**src/rtl/fetch_pkg.sv**
```systemverilog
// Shared types and constants for the instruction fetch unit.
// Holds the fetch FSM state enum, bus widths and the default PC reset/increment values.
package fetch_pkg;

  localparam int INSN_W = 32;
  localparam int PC_W   = 32;

  localparam logic [PC_W-1:0] DEFAULT_RESET_PC = 32'h0040_0000;
  localparam logic [PC_W-1:0] DEFAULT_PC_INC   = 32'd4;

  typedef enum logic [1:0] {
    FETCH = 2'd0,
    HOLD  = 2'd1,
    DRAIN = 2'd2
  } fetch_state_e;

  // Redirect targets are forced onto a word boundary.
  function automatic logic [PC_W-1:0] align_word(input logic [PC_W-1:0] addr);
    return {addr[PC_W-1:2], 2'b00};
  endfunction

endpackage

```
**src/rtl/instr_fetch_unit_if.sv**
```systemverilog
// Instruction-memory req/ack port plus the valid/ready port toward decode.
// master = fetch unit side; slave = memory/decode side.
interface instr_fetch_unit_if;
  import fetch_pkg::*;

  logic              imem_req;
  logic [PC_W-1:0]   imem_addr;
  logic              imem_ack;
  logic [INSN_W-1:0] imem_rdata;

  logic              ins_valid;
  logic              ins_ready;
  logic [INSN_W-1:0] ins;
  logic [PC_W-1:0]   ins_pc;
  logic [PC_W-1:0]   pc_p4;

  modport master (
    output imem_req, imem_addr, ins_valid, ins, ins_pc, pc_p4,
    input  imem_ack, imem_rdata, ins_ready
  );

  modport slave (
    input  imem_req, imem_addr, ins_valid, ins, ins_pc, pc_p4,
    output imem_ack, imem_rdata, ins_ready
  );

endinterface

```
**src/rtl/pc_reg.sv**
```systemverilog
// Address-wide register with load enable and asynchronous reset to a parameter value.
// Used for both the architectural PC and the saved redirect target.
module pc_reg
  import fetch_pkg::*;
#(
  parameter logic [PC_W-1:0] RESET_VAL = '0
) (
  input  logic            clk,
  input  logic            rst,
  input  logic            i_load,
  input  logic [PC_W-1:0] i_d,
  output logic [PC_W-1:0] o_q
);

  logic [PC_W-1:0] r_q;

  // NOTE: clocked state uses non-blocking assignments so every register samples pre-edge values.
  always_ff @(posedge clk or posedge rst) begin
    if (rst) r_q <= RESET_VAL;
    else if (i_load) r_q <= i_d;
  end

  assign o_q = r_q;

endmodule

```
**src/rtl/instr_fetch_unit.sv**
```systemverilog
// Fetch stage: owns the PC, issues one req/ack memory fetch at a time and hands
// the instruction to decode; redirects discard any in-flight or held instruction.
module instr_fetch_unit
  import fetch_pkg::*;
#(
  parameter logic [PC_W-1:0] RESET_PC = DEFAULT_RESET_PC,
  parameter logic [PC_W-1:0] PC_INC   = DEFAULT_PC_INC
) (
  input  logic               clk,
  input  logic               rst,
  input  logic               i_redirect,
  input  logic [PC_W-1:0]    i_redirect_pc,
  output logic               o_misalign,
  instr_fetch_unit_if.master bus
);

  localparam logic [1:0] ST_FETCH = FETCH;
  localparam logic [1:0] ST_HOLD  = HOLD;
  localparam logic [1:0] ST_DRAIN = DRAIN;

  logic [1:0]        r_state;
  logic [1:0]        w_state_nxt;
  logic [PC_W-1:0]   w_pc;
  logic [PC_W-1:0]   w_saved;
  logic [PC_W-1:0]   w_pc_nxt;
  logic [PC_W-1:0]   w_pc_inc;
  logic [PC_W-1:0]   w_redir_tgt;
  logic              w_pc_load;
  logic              w_saved_load;
  logic              w_capture;

  logic              r_ins_valid;
  logic [INSN_W-1:0] r_ins;
  logic [PC_W-1:0]   r_ins_pc;
  logic [PC_W-1:0]   r_pc_p4;
  logic              r_misalign;

  assign w_pc_inc    = w_pc + PC_INC;
  assign w_redir_tgt = align_word(i_redirect_pc);
  assign w_capture   = (r_state == ST_FETCH) && bus.imem_ack && !i_redirect;

  pc_reg #(.RESET_VAL(RESET_PC)) u_pc (
    .clk    (clk),
    .rst    (rst),
    .i_load (w_pc_load),
    .i_d    (w_pc_nxt),
    .o_q    (w_pc)
  );

  pc_reg #(.RESET_VAL('0)) u_saved (
    .clk    (clk),
    .rst    (rst),
    .i_load (w_saved_load),
    .i_d    (w_redir_tgt),
    .o_q    (w_saved)
  );

  // NOTE: every always_comb output gets a default first so no path can infer a latch.
  always_comb begin
    w_state_nxt  = r_state;
    w_pc_load    = 1'b0;
    w_pc_nxt     = w_redir_tgt;
    w_saved_load = 1'b0;
    case (r_state)
      ST_FETCH: begin
        if (bus.imem_ack) begin
          if (i_redirect) w_pc_load = 1'b1;
          else            w_state_nxt = ST_HOLD;
        end else if (i_redirect) begin
          w_saved_load = 1'b1;
          w_state_nxt  = ST_DRAIN;
        end
      end
      ST_DRAIN: begin
        // The old request must complete; its data is dropped and the latest target wins.
        w_saved_load = i_redirect;
        if (bus.imem_ack) begin
          w_pc_load   = 1'b1;
          w_pc_nxt    = i_redirect ? w_redir_tgt : w_saved;
          w_state_nxt = ST_FETCH;
        end
      end
      ST_HOLD: begin
        if (i_redirect) begin
          w_pc_load   = 1'b1;
          w_state_nxt = ST_FETCH;
        end else if (bus.ins_ready) begin
          w_pc_load   = 1'b1;
          w_pc_nxt    = w_pc_inc;
          w_state_nxt = ST_FETCH;
        end
      end
      default: w_state_nxt = ST_FETCH;
    endcase
  end

  always_ff @(posedge clk or posedge rst) begin
    if (rst) begin
      r_state     <= ST_FETCH;
      r_ins_valid <= 1'b0;
      r_ins       <= '0;
      r_ins_pc    <= RESET_PC;
      r_pc_p4     <= RESET_PC + PC_INC;
      r_misalign  <= 1'b0;
    end else begin
      r_state     <= w_state_nxt;
      r_ins_valid <= (w_state_nxt == ST_HOLD);
      if (w_capture) begin
        r_ins    <= bus.imem_rdata;
        r_ins_pc <= w_pc;
        r_pc_p4  <= w_pc_inc;
      end
      if (i_redirect && (i_redirect_pc[1:0] != 2'b00)) r_misalign <= 1'b1;
    end
  end

  // The PC does not move while a request is outstanding, so it doubles as the latched address.
  assign bus.imem_req  = !rst && (r_state != ST_HOLD);
  assign bus.imem_addr = w_pc;
  assign bus.ins_valid = r_ins_valid;
  assign bus.ins       = r_ins;
  assign bus.ins_pc    = r_ins_pc;
  assign bus.pc_p4     = r_pc_p4;
  assign o_misalign    = r_misalign;

endmodule

```
**src/flat_wrapper.sv**
```systemverilog
// flat-port wrapper written by rule: the top's interface ports become plain ports
module instr_fetch_unit_flat import fetch_pkg::*;
#(
  parameter logic [PC_W-1:0] RESET_PC = DEFAULT_RESET_PC,
  parameter logic [PC_W-1:0] PC_INC   = DEFAULT_PC_INC
)
  (clk, rst, i_redirect, i_redirect_pc, o_misalign, bus_imem_req, bus_imem_addr, bus_ins_valid, bus_ins, bus_ins_pc, bus_pc_p4, bus_imem_ack, bus_imem_rdata, bus_ins_ready);
  instr_fetch_unit_if bus_i ();
  input  logic clk;
  input  logic rst;
  input  logic i_redirect;
  input  logic [PC_W-1:0] i_redirect_pc;
  output logic o_misalign;
  output wire logic [$bits(bus_i.imem_req)-1:0] bus_imem_req;
  output wire logic [$bits(bus_i.imem_addr)-1:0] bus_imem_addr;
  output wire logic [$bits(bus_i.ins_valid)-1:0] bus_ins_valid;
  output wire logic [$bits(bus_i.ins)-1:0] bus_ins;
  output wire logic [$bits(bus_i.ins_pc)-1:0] bus_ins_pc;
  output wire logic [$bits(bus_i.pc_p4)-1:0] bus_pc_p4;
  input wire logic [$bits(bus_i.imem_ack)-1:0] bus_imem_ack;
  input wire logic [$bits(bus_i.imem_rdata)-1:0] bus_imem_rdata;
  input wire logic [$bits(bus_i.ins_ready)-1:0] bus_ins_ready;
  assign bus_imem_req = bus_i.imem_req;
  assign bus_imem_addr = bus_i.imem_addr;
  assign bus_ins_valid = bus_i.ins_valid;
  assign bus_ins = bus_i.ins;
  assign bus_ins_pc = bus_i.ins_pc;
  assign bus_pc_p4 = bus_i.pc_p4;
  assign bus_i.imem_ack = bus_imem_ack;
  assign bus_i.imem_rdata = bus_imem_rdata;
  assign bus_i.ins_ready = bus_ins_ready;
  instr_fetch_unit #(.RESET_PC(RESET_PC), .PC_INC(PC_INC)) u_core (.clk(clk), .rst(rst), .i_redirect(i_redirect), .i_redirect_pc(i_redirect_pc), .o_misalign(o_misalign), .bus(bus_i));
endmodule
```
**config.mk**
```make
export PLATFORM = sky130hd
export DESIGN_NAME = instr_fetch_unit_flat
export DESIGN_NICKNAME = d
export VERILOG_FILES = /design/src/rtl/fetch_pkg.sv /design/src/rtl/instr_fetch_unit_if.sv /design/src/rtl/pc_reg.sv /design/src/rtl/instr_fetch_unit.sv /design/src/flat_wrapper.sv
export SDC_FILE = /design/constraint.sdc
export NUM_CORES = 1
export LEC_CHECK = 0
export ABC_AREA = 1
export CAP_MARGIN = 40
export CORE_AREA = 2 2 167 103
export CTS_CLUSTER_SIZE = 14
export DETAILED_ROUTE_END_ITERATION = 10
export DIE_AREA = 0 0 169 105
export PLACE_DENSITY = 0.8
export SYNTH_ARGS = -nofsm -noshare
export SYNTH_HDL_FRONTEND = slang
export SYNTH_SLANG_ARGS = --single-unit
```
**constraint.sdc**
```tcl
create_clock -name clk -period 6.41 [get_ports clk]
set_input_delay 1.282 -clock clk [delete_from_list [all_inputs] [get_ports clk]]
set_output_delay 1.282 -clock clk [all_outputs]
set_load 0.01 [all_outputs]
```
==> results.toml, run 1 <==
[grt]
gr-usage-all-layers_pct = 27.7
grt_pass1_vias = 6937
antenna_found_initial = 0
grt_first_pass_wirelength_um = 38200
grt_max_degree = 87
globalRouteOverflowTotal = 0

[job]
cap_violations = 0

[synth]
netlist_area_mm2 = 0.00798
synth-edff-count = 0
yosys_warnings = 0
synthArstFlopShare_pct = 100
netlist_instances = 1071
synthFlopType = "dfrtp_1"
synth_top_area_share_pct = 47.7
ys_top_cells_by_area = "dfrtp_1, nand2_1, a21oi_1, o21ai_0, inv_1"
synth_cell_types = 33
syn_avg_cell_area_um2 = 7.45
ys_ff_latch = 156
synth-seq-area-share_pct = 49.0
yosysTopAreaCell = "dfrtp_1"

[cts]
cts-root-buf = "clkbuf_16"
insertion_delay_ps = 430
cts_tree = "built"
cts-htree-levels = 4
clockBufferDepth = 2
cts_resized = 0
cts_buffers = 17
postCtsHoldBufs = 0
cts_setup_buffers = 0
path_clk_slew_ps = 70
clock-sinks = 156

[critical_path]
r2r_end = "u_core.u_pc.o_q[3]"
cp.required_ps = 5130
crit_slowest_cell = "clkdlybuf4s50_1"
cp-endpoint = "bus_imem_req"
crit_top_cell = "clkdlybuf4s50_1"
regToRegSetupSlack_ps = 3500
end_kind = "primary output"
critPathLaunchType = "primary input"
critPathMaxFanout = 2
r2r_cells = 9
crit_path_max_incr_delay_ps = 540
crit_arrival_ps = 2440
r2r_start = "u_core.r_state[0]"
setup.worst_path.start = "rst"
crit_chain = "clkdlybuf4s50_1, nor2_1, clkdlybuf4s50_1"
crit_type = "primary input to primary output"

[placement]
dp_cells = 1428
place_congestion = 0.911
dp_hpwl_um = 17500
io_buffer_count = 193

[timing]
finalSetupViolations = 0
setup_tns_ps = 0
fmax_ghz = 0.269
grt_setup_unrepaired = "no"
hold_violations = 0
skew_ps = 12.2
post-route-period-util_pct = 58.0
slew_headroom_pct = 43.7
min_period_ps = 3720
worstMarginPinSlew_ps = 844
finalMaxSlewViolations = 0

[final_layout]
final_nets = 1312
drive_above_1_share_pct = 5.20
syn2layout_area_growth_pct = 33.7
seq_area_mm2 = 0.00391
multi_input_area_mm2 = 0.00344
fillCellCount = 1306
final_cells = 1460
diodes = 0

[detailed_routing]
routed_via_density = 5.29
wl_per_cell_um = 16.4
vias = 7722
route.antenna.remaining_nets = 0
drt-total-wl_um = 23900
firstDrtPassIters = 7
drtIter0Drc = 1034
remaining_drc_errors = 0

[status]
status = "finished clean"

[die]
die_area_mm2 = 0.0177
num_io_pins = 200
initial_utilization_pct = 49.5
core_mm2 = 0.0161
fp.dieW_um = 169
row_count = 36
die_y_um = 105

[power]
power.density_mw_per_mm2 = 528
p_leak_nw = 5.02
peakVddDrop_mv = 0.221

[hold_path]
hp-class = "register to register"
[registers in the layout (all words and copies together), names as in the netlist]
register,count
u_core.u_pc.o_q,30
u_core.u_saved.o_q,30
u_core.bus.ins,32
u_core.bus.ins_pc,30
u_core.bus.pc_p4,30
u_core.bus.ins_valid,1
u_core.o_misalign,1
u_core.r_state,2
[cell type report]
class                      count  share of cell area (%)
tap                          209                    2.45
multi-input combinational    762                    32.2
sequential                   156                    36.7
clock buffer                  19                    4.16
clock inverter                13                    1.43
timing repair buffer         205                    19.6
inverter                      96                    3.44
[per-stage QoR]
step / worst slack (ps) / utilization (%) / hold slack (ps) / total power, mW / cell area, µm²
2_1_floorplan: 928 / - / 490 / 3.24 / 7990
3_3_place_gp: 2510 / 61.8 / 453 / 4.44 / 9970
3_5_place_dp: 2570 / 62.4 / 457 / 4.55 / 10100
4_1_cts: 2680 / 66.1 / 473 / 5.59 / 10700
5_1_grt: 2630 / 66.1 / 490 / 6.01 / 10700
6_report: 2690 / 66.1 / 470 / 5.62 / 10700
[power breakdown]
part / switching [mW] / internal (mW)
registers: 0.398 / 1.48
logic: 1.50 / 1.20
clock network: 0.443 / 0.594
total: 2.35 / 3.28
[how the worst min path moves through the flow]
stage / depth (start not counted) / startpoint / slack, ps / endpoint
after floorplan: 2 / u_core.u_saved.o_q[2] / 490 / u_core.u_saved.o_q[2]
after global placement: 2 / u_core.bus.ins[28] / 450 / u_core.bus.ins[28]
after detailed placement: 2 / u_core.bus.ins[13] / 460 / u_core.bus.ins[13]
after CTS: 2 / u_core.bus.ins[1] / 470 / u_core.bus.ins[1]
after global routing: 2 / u_core.bus.ins[8] / 490 / u_core.bus.ins[8]
final: 2 / u_core.bus.ins[13] / 470 / u_core.bus.ins[13]
[metal layers]
| metal | vias up | wire length, µm | GRT usage [%] |
|---|---|---|---|
| met5 | - | 0 | 0 |
| met4 | 0 | 280 | 5.37 |
| met3 | 28 | 2760 | 7.31 |
| met2 | 390 | 9730 | 37.1 |
| met1 | 3592 | 11100 | 44.4 |
| li1 | 3712 | - | - |
[synth_stat cells, types with 2 or more instances]
| library cell | count |
|---|---|
| o21ai_1 | 4 |
| o21ai_0 | 88 |
| nor2_2 | 3 |
| o211ai_1 | 5 |
| buf_1 | 5 |
| buf_2 | 22 |
| a21oi_1 | 117 |
| ha_1 | 5 |
| nand3b_1 | 2 |
| nor2_1 | 74 |
| clkbuf_1 | 25 |
| and2_1 | 2 |
| buf_4 | 6 |
| buf_6 | 3 |
| nand2_1 | 385 |
| dfstp_2 | 4 |
| nor2_4 | 5 |
| nand3_1 | 33 |
| dfrtp_1 | 152 |
| xor2_1 | 13 |
| nand2_2 | 3 |
| a31oi_1 | 10 |
| inv_1 | 95 |
[cells by family (layout without fill, tap and decap cells)]
family,after synthesis,count (layout),share of synthesized area [%]
buf+inv,158,333,8.36
other cells,1,6,0.0470
flops,156,156,49.0
simple gates,509,509,25.4
fa+ha+maj,5,5,0.784
xor+xnor,15,15,1.74
compound gates,227,227,14.7
[worst max-delay path, delay by kind of cell]
kind	cells	cell delay, ps
buffers and inverters	2	1020
AND/OR/NAND/NOR	1	130
[cells in the final DEF (no fill, tap or decap), drive strengths merged]
cell type,count
xnor2,1
clkinvlp,2
conb,6
dfstp,4
a211oi,1
o211ai,5
clkbuf,19
a21o,1
clkdlybuf4s50,193
o21ai,92
bufinv,2
nor3,1
nor2,82
nand2,389
o21bai,1
nand3b,2
nand3,33
dfrtp,152
inv,101
a31oi,10
and2,2
a21oi,117
clkinv,4
ha,5
xor2,14
buf,12
No activity file was read; power rests on OpenSTA's default activity.
==> inputs of run 2 (changes only) <==
--- a/config.mk
+++ b/config.mk
@@ -7,11 +7,11 @@
 export LEC_CHECK = 0
 export ABC_AREA = 1
 export CAP_MARGIN = 40
-export CORE_AREA = 2 2 167 103
+export CORE_AREA = 2 2 175 109
 export CTS_CLUSTER_SIZE = 14
 export DETAILED_ROUTE_END_ITERATION = 10
-export DIE_AREA = 0 0 169 105
-export PLACE_DENSITY = 0.8
+export DIE_AREA = 0 0 177 111
+export PLACE_DENSITY = 0.76
 export SYNTH_ARGS = -nofsm -noshare
 export SYNTH_HDL_FRONTEND = slang
 export SYNTH_SLANG_ARGS = --single-unit
==> constraint.sdc (replaced) <==
create_clock -name clk -period 3.2 [get_ports clk]
set_input_delay 0.64 -clock clk [delete_from_list [all_inputs] [get_ports clk]]
set_output_delay 0.64 -clock clk [all_outputs]
set_load 0.01 [all_outputs]
==> run 2 against run 1 <==
- count of clock-buffer cells in the layout did not move
- worst hold slack got worse by 0.90 ps
- power rose by 98%
- final cell count rose by 3.2%
- register-to-register slack got worse by 2400 ps
- die area rose by 11%
- setup slack got worse by 1900 ps
- clock skew fell by 1.0 ps
- routed wire length fell by 1.3%
- critical path type is now register to primary output
- critical endpoint unchanged
==> results.toml, run 2 (synthesis results as in run 1) <==
[cts]
cts-htree-levels = 4
cts_buffers = 17
clock-sinks = 156
cts_resized = 0
path_clk_slew_ps = 60
cts-root-buf = "clkbuf_16"
clockBufferDepth = 2
postCtsHoldBufs = 0
insertion_delay_ps = 430
cts_tree = "built"
cts_setup_buffers = 0

[critical_path]
crit_arrival_ps = 1780
crit_chain = "inv_1, ha_1, nor2_1, clkdlybuf4s50_1"
cp_top_family = "buffers and inverters"
cp.required_ps = 2560
critPathMaxFanout = 3
critPathLaunchType = "register"
crit_slowest_cell = "clkdlybuf4s50_1"
crit_type = "register to primary output"
regToRegSetupSlack_ps = 1090
crit_path_max_incr_delay_ps = 560
end_kind = "primary output"
worstPathBufferInverterCount = 2

[final_layout]
layout_common_cells = "nand2_1, clkdlybuf4s50_1, dfrtp_1, a21oi_1, inv_1"
final_common_cell = "nand2_1"
fin_area_mm2 = 0.0108
drive_above_1_share_pct = 5.95
final_nets = 1321
largest_reg_flops = 32
syn2layout_area_growth_pct = 35.0
diodes = 0
finalCoreUtilization_pct = 58.8

[detailed_routing]
routed_via_density = 4.99
remaining_drc_errors = 0
drt-total-wl_um = 23600
vias = 7521
firstDrtPassIters = 5
route.antenna.remaining_nets = 0
wl_per_cell_um = 15.7
drtIter0Drc = 989

[die]
row_count = 39
die_area_mm2 = 0.0196
fp.dieW_um = 177
initial_utilization_pct = 43.6
num_io_pins = 200
core_mm2 = 0.0183
die_y_um = 111

[grt]
grt_first_pass_wirelength_um = 37300
globalRouteOverflowTotal = 0
grt_max_degree = 106
antenna_found_initial = 0
gr-usage-all-layers_pct = 24.7
grt_pass1_vias = 6736

[job]
cap_violations = 0

[timing]
fmax_ghz = 0.414
hold_violations = 0
slew_headroom_pct = 42.6
min_period_ps = 2420
post-route-period-util_pct = 75.6
finalSetupViolations = 0
hold_ws_ps = 469
finalMaxSlewViolations = 0
grt_setup_unrepaired = "no"
worstMarginPinSlew_ps = 860
skew_ps = 11.2
setup_tns_ps = 0

[placement]
io_buffer_count = 193
dp_hpwl_um = 17500
dpl_cell_area_mm2 = 0.0102
place_congestion = 0.914

[status]
status = "finished clean"

[power]
p_leak_nw = 5.06
peakVddDrop_mv = 0.544
power.density_mw_per_mm2 = 1030
power_mw = 11.1

[hold_path]
hp-class = "register to register"
run 2: routing by layer:
metal  wire length (µm)  part of all wire (%)  up-vias  track usage (%)
met5                  0                     0        -                0
met3               2370                    10       19             6.89
met4                225                  0.95        0             5.07
met2               9270                    39      344             32.5
li1                   -                     -     3733                -
met1              11700                    50     3425             39.8
run 2: layout make-up:
class                           instances  area [µm²]
Inverter                               96         365
Multi-Input combinational cell        762        3440
Tap cell                              246         308
Fill cell                            1647        7530
Sequential cell                       156        3910
Timing Repair Buffer                  214        2170
Clock inverter                         13         126
Clock buffer                           19         453
run 2: final timing paths:
kind                                           to  cells past startpoint          startpoint
max                                  bus_imem_req                      4   u_core.r_state[1]
min                             u_core.bus.ins[9]                      2   u_core.bus.ins[9]
min in group asynchronous  u_core.u_saved.o_q[31]                      2                 rst
min reg2reg                     u_core.bus.ins[9]                      2   u_core.bus.ins[9]
max reg2reg                   u_core.u_pc.o_q[18]                     11  u_core.u_pc.o_q[2]
max in group asynchronous    u_core.bus.pc_p4[22]                      4                 rst
run 2: worst register-to-register path: stages (launching register included):
cell and delay (ps):
dfrtp_1 500, ha_1 260, nand2_1 80, nor2_2 130, nand2_2 120, nor2_4 190
xor2_1 320, nand2_1 170, nand2_1 100, nand2_1 50, nand2_1 50, nand2_1 50
run 2: stage by stage:
stage | setup slack [ps] | std cells
floorplan | 590 | 1076
global placement | 543 | 1472
detailed placement | 612 | 1474
CTS | 755 | 1506
global route | 694 | 1506
finish | 782 | 1506
run 2: power by group:
| part | internal, mW | total, mW | switching [mW] |
|---|---|---|---|
| Combinational | 2.41 | 5.35 | 2.94 |
| Clock | 1.13 | 2.01 | 0.882 |
| Sequential | 2.97 | 3.76 | 0.792 |
| Total | 6.51 | 11.1 | 4.62 |
==> inputs of run 3 (changes only) <==
--- a/config.mk
+++ b/config.mk
@@ -7,11 +7,11 @@
 export LEC_CHECK = 0
 export ABC_AREA = 1
 export CAP_MARGIN = 40
-export CORE_AREA = 2 2 175 109
+export CORE_AREA = 2 2 167 103
 export CTS_CLUSTER_SIZE = 14
 export DETAILED_ROUTE_END_ITERATION = 10
-export DIE_AREA = 0 0 177 111
-export PLACE_DENSITY = 0.76
+export DIE_AREA = 0 0 169 105
+export PLACE_DENSITY = 0.8
 export SYNTH_ARGS = -nofsm -noshare
 export SYNTH_HDL_FRONTEND = slang
 export SYNTH_SLANG_ARGS = --single-unit
==> constraint.sdc (replaced) <==
create_clock -name clk -period 2.35 [get_ports clk]
set_input_delay 0.47 -clock clk [delete_from_list [all_inputs] [get_ports clk]]
set_output_delay 0.47 -clock clk [all_outputs]
set_load 0.01 [all_outputs]
==> run 3 against run 2 <==
- first-iteration DRC count shrank 1.9%
- routed wire length is 3.5% higher
- clock skew shrank 3.2 ps
- core utilization increased by 7.6 points
- setup slack got worse by 650 ps
- global-route usage up 3.0 points
- power rose by 38%
- via count grew 3.7%
- sequential power rose by 37%
- final cell count down 2.5%
- critical endpoint unchanged
==> results.toml, run 3 (synthesis results as in run 1) <==
[cts]
cts-root-buf = "clkbuf_16"
cts_buffers = 17
cts_tree = "built"
insertion_delay_ps = 420
cts-htree-levels = 4
cts_setup_buffers = 0
path_clk_slew_ps = 60
cts_resized = 0
clockBufferDepth = 2
clock-sinks = 156
postCtsHoldBufs = 0

[timing]
hold_violations = 0
grt_setup_unrepaired = "no"
fmax_ghz = 0.450
post-route-period-util_pct = 94.5
setup_slack_ps = 129
skew_ps = 8.04
setup_tns_ps = 0
finalSetupViolations = 0
min_period_ps = 2220
finalMaxSlewViolations = 0

[final_layout]
layout_common_cells = "nand2_1, clkdlybuf4s50_1, dfrtp_1, a21oi_1, inv_1"
largest_reg_flops = 32
fillCellCount = 1358
drive_above_1_share_pct = 5.88
syn2layout_area_growth_pct = 34.3
final_common_cell = "nand2_1"
final_cells = 1468
final_nets = 1320
diodes = 0

[grt]
antenna_found_initial = 0
grt_pass1_vias = 6786
grt_max_degree = 122
gr-usage-all-layers_pct = 27.8
globalRouteOverflowTotal = 0
grt_first_pass_wirelength_um = 38000

[placement]
dp_cells = 1436
io_buffer_count = 193
post-place-ws_ps = 83.5
dp_hpwl_um = 17600
place_congestion = 0.908

[die]
row_count = 36
num_io_pins = 200
die_area_mm2 = 0.0177
initial_utilization_pct = 49.5
core_mm2 = 0.0161
fp.dieW_um = 169
die_y_um = 105

[hold_path]
hp-class = "primary input to async pin"

[critical_path]
crit_path_max_incr_delay_ps = 540
cp.required_ps = 1880
crit_slowest_cell = "clkdlybuf4s50_1"
critPathMaxFanout = 5
end_kind = "primary output"
crit_chain = "ha_1, nor2_1, clkdlybuf4s50_1"
crit_type = "register to primary output"
crit_arrival_ps = 1750
critPathLaunchType = "register"

[detailed_routing]
firstDrtPassIters = 8
route.antenna.remaining_nets = 0
drtIter0Drc = 970
routed_via_density = 5.31
remaining_drc_errors = 0
wl_per_cell_um = 16.6
drt-total-wl_um = 24400
vias = 7796

[power]
p_leak_nw = 5.05
power.density_mw_per_mm2 = 1430
peakVddDrop_mv = 0.724

[job]
cap_violations = 0

[status]
status = "finished clean"
-- run 3: changes by cell type in the layout (fill, tap and decap cells not counted) --
cell,delta
clkbuf_8,-2
buf_4,-2
clkinvlp_4,+1
inv_8,+3
buf_16,-2
buf_12,+3
clkinv_4,+2
inv_6,-3
clkinv_2,-1
-- run 3: routing by layer --
metal | vias up | track usage (%) | wire, µm
met5 | - | 0 | 0
met4 | 0 | 5.43 | 200
met3 | 21 | 7.92 | 2840
met2 | 439 | 36.0 | 9700
met1 | 3610 | 45.2 | 11700
li1 | 3726 | - | -
-- run 3: worst max-delay path, delay by kind of cell, from the launching register on --
kind / cells / cell delay, ps
adder cells (fa/ha/maj): 1 / 250
buffers and inverters: 1 / 540
flip-flops: 1 / 430
AND/OR/NAND/NOR: 1 / 110
-- run 3: final cells by class --
| type | count | area [µm²] | share of cell area [%] |
|---|---|---|---|
| clock buffer | 17 | 425 | 3.97 |
| sequential | 156 | 3910 | 36.5 |
| tap | 209 | 262 | 2.44 |
| multi-input combinational | 762 | 3440 | 32.1 |
| inverter | 96 | 365 | 3.41 |
| timing repair buffer | 213 | 2160 | 20.1 |
| clock inverter | 15 | 154 | 1.44 |
-- run 3: through the flow --
step	util, %	power [mW]	cell area [µm²]	hold WS (ps)
6_report	66.4	15.3	10700	373
5_1_grt	66.4	16.3	10700	393
4_1_cts	66.4	15.2	10700	373
3_5_place_dp	62.8	12.5	10100	458
3_3_place_gp	62.8	12.3	10100	452
2_1_floorplan	-	8.83	8000	490
-- run 3: path summary, 6_finish.rpt --
path                                        end  slack [ps]          startpoint  depth (start not counted)
max                                bus_imem_req         130   u_core.r_state[0]                          3
min                           u_core.o_misalign         370                 rst                          2
max reg2reg                 u_core.u_pc.o_q[14]         290  u_core.u_pc.o_q[2]                         11
min reg2reg                  u_core.bus.ins[16]         470  u_core.bus.ins[16]                          2
max in group asynchronous  u_core.bus.pc_p4[22]        1300                 rst                          3
min in group clk             u_core.bus.ins[16]         470  u_core.bus.ins[16]                          2
-- run 3: power breakdown --
| part | total, mW | leakage [nW] | switching (mW) | internal, mW |
|---|---|---|---|---|
| clock network | 2.71 | 0.281 | 1.21 | 1.50 |
| registers | 5.14 | 1.89 | 1.10 | 4.04 |
| logic | 7.47 | 2.88 | 4.13 | 3.34 |
| total | 15.3 | 5.05 | 6.44 | 8.88 |
